==> src/rtl/airlock_pressure_controller_pkg.sv <==
// Shared definitions for the airlock pressure controller: state encoding and
// default pressure thresholds used by the controller, the pressure model and benches.
package airlock_pressure_controller_pkg;

  typedef enum logic [2:0] {
    S_INIT           = 3'd0,
    S_PRESSURIZED    = 3'd1,
    S_DEPRESSURIZING = 3'd2,
    S_DEPRESSURIZED  = 3'd3,
    S_PRESSURIZING   = 3'd4,
    S_FAULT          = 3'd5
  } state_e;

  localparam logic [7:0] PRESS_HI_DEFAULT = 8'hF0;
  localparam logic [7:0] PRESS_LO_DEFAULT = 8'h10;
  localparam int         SETTLE_DEFAULT   = 4;
  localparam int         TIMEOUT_DEFAULT  = 64;
  localparam int         TIMER_W_DEFAULT  = 8;

  function automatic logic is_pump_state(input state_e s);
    return (s == S_PRESSURIZING) || (s == S_DEPRESSURIZING);
  endfunction

endpackage

==> src/rtl/airlock_pressure_controller_settle_counter.sv <==
// Saturating run-length counter: counts consecutive enabled cycles with cond high
// and flags the cycle on which the run reaches TARGET.
module settle_counter #(
  parameter int WIDTH  = 4,
  parameter int TARGET = 4
) (
  input  logic clk,
  input  logic rst_n,
  input  logic clr,
  input  logic en,
  input  logic cond,
  output logic done
);

  localparam logic [WIDTH-1:0] COUNT_MAX  = '1;
  localparam logic [WIDTH-1:0] COUNT_LAST = WIDTH'(TARGET - 1);

  logic [WIDTH-1:0] r_count;

  // done marks the edge on which the count would become TARGET, so the caller
  // can change state on that same edge.
  assign done = en && cond && (r_count >= COUNT_LAST);

  // NOTE: sequential state uses non-blocking assignments so every flop samples
  // pre-edge values regardless of process ordering.
  always_ff @(posedge clk or negedge rst_n) begin
    if (!rst_n) begin
      r_count <= '0;
    end else if (clr || !en || !cond) begin
      r_count <= '0;
    end else if (r_count != COUNT_MAX) begin
      r_count <= r_count + 1'b1;
    end
  end

endmodule

==> src/rtl/airlock_pressure_controller.sv <==
// Airlock command controller: interlocks operator pump requests against door
// sensors, drives level-held pump commands and enforces settle/timeout rules.
module airlock_pressure_controller
  import airlock_pressure_controller_pkg::*;
#(
  parameter logic [7:0] PRESS_HI = PRESS_HI_DEFAULT,
  parameter logic [7:0] PRESS_LO = PRESS_LO_DEFAULT,
  parameter int         SETTLE   = SETTLE_DEFAULT,
  parameter int         TIMEOUT  = TIMEOUT_DEFAULT,
  parameter int         TIMER_W  = TIMER_W_DEFAULT
) (
  input  logic       clock,
  input  logic       reset,
  input  logic [7:0] pressure,
  input  logic       req_press,
  input  logic       req_depress,
  input  logic       inner_closed,
  input  logic       outer_closed,
  input  logic       fault_clear,
  output logic       startPressurization,
  output logic       startDepressurization,
  output logic       inner_unlock,
  output logic       outer_unlock,
  output logic       busy,
  output logic       fault
);

  state_e r_state;
  state_e w_next_state;

  logic w_doors_closed;
  logic w_pump;
  logic w_target_met;
  logic w_state_change;
  logic w_settled;
  logic w_timed_out;

  logic r_start_press;
  logic r_start_depress;
  logic r_inner_unlock;
  logic r_outer_unlock;
  logic r_busy;
  logic r_fault;

  assign w_doors_closed = inner_closed && outer_closed;
  assign w_pump         = is_pump_state(r_state);
  assign w_target_met   = (r_state == S_PRESSURIZING) ? (pressure >= PRESS_HI)
                                                      : (pressure <= PRESS_LO);
  assign w_state_change = (w_next_state != r_state);

  settle_counter #(
    .WIDTH  (4),
    .TARGET (SETTLE)
  ) u_settle (
    .clk   (clock),
    .rst_n (reset),
    .clr   (w_state_change),
    .en    (w_pump),
    .cond  (w_target_met),
    .done  (w_settled)
  );

  settle_counter #(
    .WIDTH  (TIMER_W),
    .TARGET (TIMEOUT)
  ) u_timeout (
    .clk   (clock),
    .rst_n (reset),
    .clr   (w_state_change),
    .en    (w_pump),
    .cond  (1'b1),
    .done  (w_timed_out)
  );

  // NOTE: the next state gets a default before the case so no path through this
  // block leaves it unassigned, which would infer a latch.
  always_comb begin
    w_next_state = r_state;
    unique case (r_state)
      S_INIT: begin
        if (pressure >= PRESS_HI)      w_next_state = S_PRESSURIZED;
        else if (pressure <= PRESS_LO) w_next_state = S_DEPRESSURIZED;
        else                           w_next_state = S_PRESSURIZING;
      end
      S_PRESSURIZED: begin
        if (req_depress && w_doors_closed) w_next_state = S_DEPRESSURIZING;
      end
      S_DEPRESSURIZED: begin
        if (req_press && w_doors_closed) w_next_state = S_PRESSURIZING;
      end
      S_DEPRESSURIZING, S_PRESSURIZING: begin
        // Door interlock outranks settle, which outranks timeout.
        if (!w_doors_closed) w_next_state = S_FAULT;
        else if (w_settled)  w_next_state = (r_state == S_PRESSURIZING) ? S_PRESSURIZED
                                                                        : S_DEPRESSURIZED;
        else if (w_timed_out) w_next_state = S_FAULT;
      end
      S_FAULT: begin
        if (fault_clear && w_doors_closed) w_next_state = S_INIT;
      end
      default: w_next_state = S_INIT;
    endcase
  end

  // Outputs are decoded from the next state so the two pump commands can never
  // overlap, even across a direct transition.
  always_ff @(posedge clock or negedge reset) begin
    if (!reset) begin
      r_state         <= S_INIT;
      r_start_press   <= 1'b0;
      r_start_depress <= 1'b0;
      r_inner_unlock  <= 1'b0;
      r_outer_unlock  <= 1'b0;
      r_busy          <= 1'b0;
      r_fault         <= 1'b0;
    end else begin
      r_state         <= w_next_state;
      r_start_press   <= (w_next_state == S_PRESSURIZING);
      r_start_depress <= (w_next_state == S_DEPRESSURIZING);
      r_inner_unlock  <= (w_next_state == S_PRESSURIZED);
      r_outer_unlock  <= (w_next_state == S_DEPRESSURIZED);
      r_busy          <= is_pump_state(w_next_state);
      r_fault         <= (w_next_state == S_FAULT);
    end
  end

  assign startPressurization   = r_start_press;
  assign startDepressurization = r_start_depress;
  assign inner_unlock          = r_inner_unlock;
  assign outer_unlock          = r_outer_unlock;
  assign busy                  = r_busy;
  assign fault                 = r_fault;

endmodule

==> config.mk <==
export PLATFORM = sky130hd
export DESIGN_NAME = airlock_pressure_controller
export DESIGN_NICKNAME = d
export VERILOG_FILES = /design/src/rtl/airlock_pressure_controller_pkg.sv /design/src/rtl/airlock_pressure_controller_settle_counter.sv /design/src/rtl/airlock_pressure_controller.sv
export SDC_FILE = /design/constraint.sdc
export NUM_CORES = 1
export LEC_CHECK = 0
export CAP_MARGIN = 10
export CELL_PAD_IN_SITES_DETAIL_PLACEMENT = 1
export CELL_PAD_IN_SITES_GLOBAL_PLACEMENT = 1
export CORE_MARGIN = 2
export CORE_UTILIZATION = 38
export DETAILED_ROUTE_END_ITERATION = 16
export PLACE_DENSITY = 0.85
export SLEW_MARGIN = 20
export SYNTH_ARGS = -nofsm -noshare
export SYNTH_HDL_FRONTEND = slang
export SYNTH_SLANG_ARGS = --single-unit
==> constraint.sdc <==
create_clock -name clock -period 2.5 [get_ports clock]
set_input_delay 0.5 -clock clock [delete_from_list [all_inputs] [get_ports clock]]
set_output_delay 0.5 -clock clock [all_outputs]
set_load 0.01 [all_outputs]
==> results of run 1 <==
==> worst max-delay path: stages <==
cell             delay [ns]
clkdlybuf4s50_1        0.44
or3_1                  0.42
a211oi_1               0.31
o21bai_1               0.18
a211oi_2               0.36
and3_1                 0.20
==> state kept, by name (all words and copies together), names as in the netlist <==
signal / cells
fault: 1
u_timeout.r_count: 8
r_state: 3
u_settle.r_count: 4
outer_unlock: 1
startDepressurization: 1
inner_unlock: 1
startPressurization: 1
busy: 1
==> logic make-up after synthesis <==
kind of cell,after synthesis,share of synthesized area
AOI/OAI and AO/OA,24,0.165
DFF,21,0.495
xor gates and xnor gates,4,0.0330
other,1,0.00353
muxes,3,0.0295
adders and majority gates,2,0.0236
and+or+nand+nor,41,0.213
buffers and inverters,9,0.0366
==> layer usage <==
| layer | vias up | GRT usage | wire, um |
|---|---|---|---|
| met3 | 4 | 0.0415 | 73 |
| met4 | 0 | 0.0565 | 31 |
| li1 | 431 | - | - |
| met2 | 13 | 0.269 | 1190 |
| met5 | - | 0 | 0 |
| met1 | 424 | 0.237 | 1130 |
==> synth_stat cells, types with 2 or more instances <==
master	number	area [sq um]
o21ai_0	4	20.0
nand2b_1	2	12.5
xnor2_1	3	26.3
dfrtp_1	21	526
a21oi_1	5	25.0
nand4_1	5	31.3
and3_1	2	12.5
o32ai_1	2	17.5
nand3_1	4	20.0
nor2_1	14	52.6
nor3_1	4	20.0
ha_1	2	25.0
o21a_1	2	15.0
buf_2	4	20.0
mux2i_1	2	20.0
inv_1	5	18.8
==> power groups by stage <==
| stage | Combinational [mW] | Clock (mW) | Sequential, mW |
|---|---|---|---|
| after CTS | 0.333 | 0.172 | 0.463 |
| after floorplan | 0.210 | 0 | 0.441 |
| after global placement | 0.320 | 0 | 0.464 |
| final | 0.327 | 0.168 | 0.462 |
| after global routing | 0.368 | 0.190 | 0.472 |
| after detailed placement | 0.331 | 0 | 0.469 |
==> stage by stage <==
stage / TNS [ns] / instances / utilization / area (sq um)
after floorplan: 0 / 108 / - / 1070
after global placement: 0 / 156 / 0.479 / 1300
after detailed placement: -0.0125 / 156 / 0.479 / 1300
after CTS: 0 / 160 / 0.489 / 1330
after global routing: 0 / 160 / 0.489 / 1330
final: 0 / 160 / 0.489 / 1330
==> worst min path at each step <==
| stage | start | endpoint | slack [ns] | cells after the start |
|---|---|---|---|---|
| 6_report | reset | u_timeout.r_count[3]$_DFFE_PN0P_ | 0.51 | 2 |
| 4_1_cts | reset | fault$_DFF_PN0_ | 0.53 | 2 |
| 2_1_floorplan | reset | busy$_DFF_PN0_ | 0.20 | 0 |
| 3_3_place_gp | u_timeout.r_count[1]$_DFFE_PN0P_ | u_timeout.r_count[1]$_DFFE_PN0P_ | 0.54 | 2 |
| 3_5_place_dp | u_settle.r_count[0]$_DFFE_PN0P_ | u_settle.r_count[0]$_DFFE_PN0P_ | 0.56 | 2 |
| 5_1_grt | reset | fault$_DFF_PN0_ | 0.52 | 2 |
==> final cells by class <==
class                   count  share of cell area
clock buffers               3              0.0170
clock inverters             1             0.00377
inverters                   5              0.0142
multi-input cells          78               0.383
flip-flops and latches     21               0.396
well taps                  31              0.0292
repair buffers             21               0.157
==> metrics.md, run 1 <==
| Metric | Value |
|---|---|
| Status | `finished, final reports clean` |
| Logic gate share of total power | `0.342` |
| CP arrival | `2.42 ns` |
| Critical setup path kind | `in2reg` |
| Most frequent cells in the layout | `dfrtp_1 (21), clkdlybuf4s50_1 (20), nor2_1 (14)` |
| Register area share after synthesis | `0.495` |
| Maximum clock path buffer count | `2` |
| Die area | `3230 sq um` |
| Endpoint class of the critical path | `flip-flop` |
| Iteration-0 DRC Markers | `23` |
| Wirelength, routed | `2.42 mm` |
| HP Class | `in2async` |
| Critical Path End | `inner_unlock$_DFF_PN0_` |
| Tmin final | `2.16 ns` |
| DRT Pass-1 Iters | `4` |
| Total power | `0.957 mW` |
| Avg WL per Cell | `15.1 um` |
| CTS resizes | `0` |
| Post-synth EDFFs | `0` |
| Max-cap violations | `0` |
| Sequential Power Share | `0.482` |
| Commonest non-fill, non-tap cell in the layout | `dfrtp_1` |
| Port buffer count | `20` |
| Nets | `147` |
| CORE AREA | `2710 sq um` |
| Starting Density | `0.392` |
| Worst r2r src | `u_timeout.r_count[0]$_DFFE_PN0P_` |
| Startpoint types | `input pin` |
| CTS Sinks | `21` |
| Residual DRC | `0` |
| Worst R2R Path Depth | `5` |
| Vias per cell | `5.45` |
| Setup ws final | `0.337 ns` |
| CTS tree | `built` |
| CTS Buf Count | `3` |
| Power per cell area | `722 nW/um^2` |
| Hold_ws | `0.511 ns` |
| Final setup fails | `0` |
| Number of nets with antenna violations after routing | `0` |
| Slew Viols, Final | `0` |
| Required @ worst endpoint | `2.75 ns` |
| Syn_area_per_cell | `10.1 sq um` |
| Clk slew on worst S/H paths | `0.12 ns` |
| Reg-to-Reg End | `u_settle.r_count[1]$_DFFE_PN0P_` |
| Root buf cell | `clkbuf_4` |
| Critical Path Source | `pressure[5]` |
| Antenna violations before repair | `0` |
| GRT Total Usage | `0.173` |
| Global route overflow | `0` |
| Sw Ratio | `0.348` |
| FP Rows | `19` |
| Layout cells sized above 1 | `0.0698` |
| Synthesis Warnings | `0` |
| Hpwl dp | `1.90 mm` |
| H-tree level count | `1` |
| Hold Buf Count CTS | `0` |
| Crit-path max FO | `5` |
| Area of the multi-input gates | `508 sq um` |
| I/O pins | `21` |
| Layout area overhead | `25.0%` |
| Die X-Extent | `56.8 um` |
| Synthesized cell area | `1060 sq um` |
| Fmax | `462 MHz` |
| Gp weighted congestion | `0.806` |
| VDD IR max | `0.000436 V` |
| Chip Height | `56.8 um` |
| Final Hold Fails | `0` |
| Static Leak | `0.581 nW` |
| Flip-flop and latch area | `526 sq um` |
| Postcts setup bufs | `0` |
| Register bit total from synthesis | `21` |
| Pre-CTS setup slack | `-0.00638 ns` |
| Pin count of the biggest net entering global routing | `22` |
| First-pass GRT wire length | `4.32 mm` |
| Antenna diodes | `0` |
| Asr flop ratio synth | `1.00` |
| R2R setup slack | `0.34 ns` |
| Tcrit/Tclk final | `0.865` |
| Total number of vias | `872` |
| Psw | `0.333 mW` |
| Internal power | `0.624 mW` |
| RSZ-0062 raised after global routing | `false` |
| Synth Flop Type | `dfrtp_1` |
| Synth unique cells | `40` |
| Clk_lat worst skew | `0.31 ns` |
| Clk pwr share | `0.176` |
| Worst Skew | `0.00862 ns` |
| Number of global-route vias before repair | `918` |
| # fillers | `324` |
| Synthesized instance count | `105` |
Power figures use the tool's default switching activity.
==> run 2, diff against run 1 <==
Settings changed: CTS_CLUSTER_SIZE from default to 16, GPL_TIMING_DRIVEN from default to 1.
==> results of run 2 <==
Same layout as run 1: the final DEF is identical, and so are final timing and power.
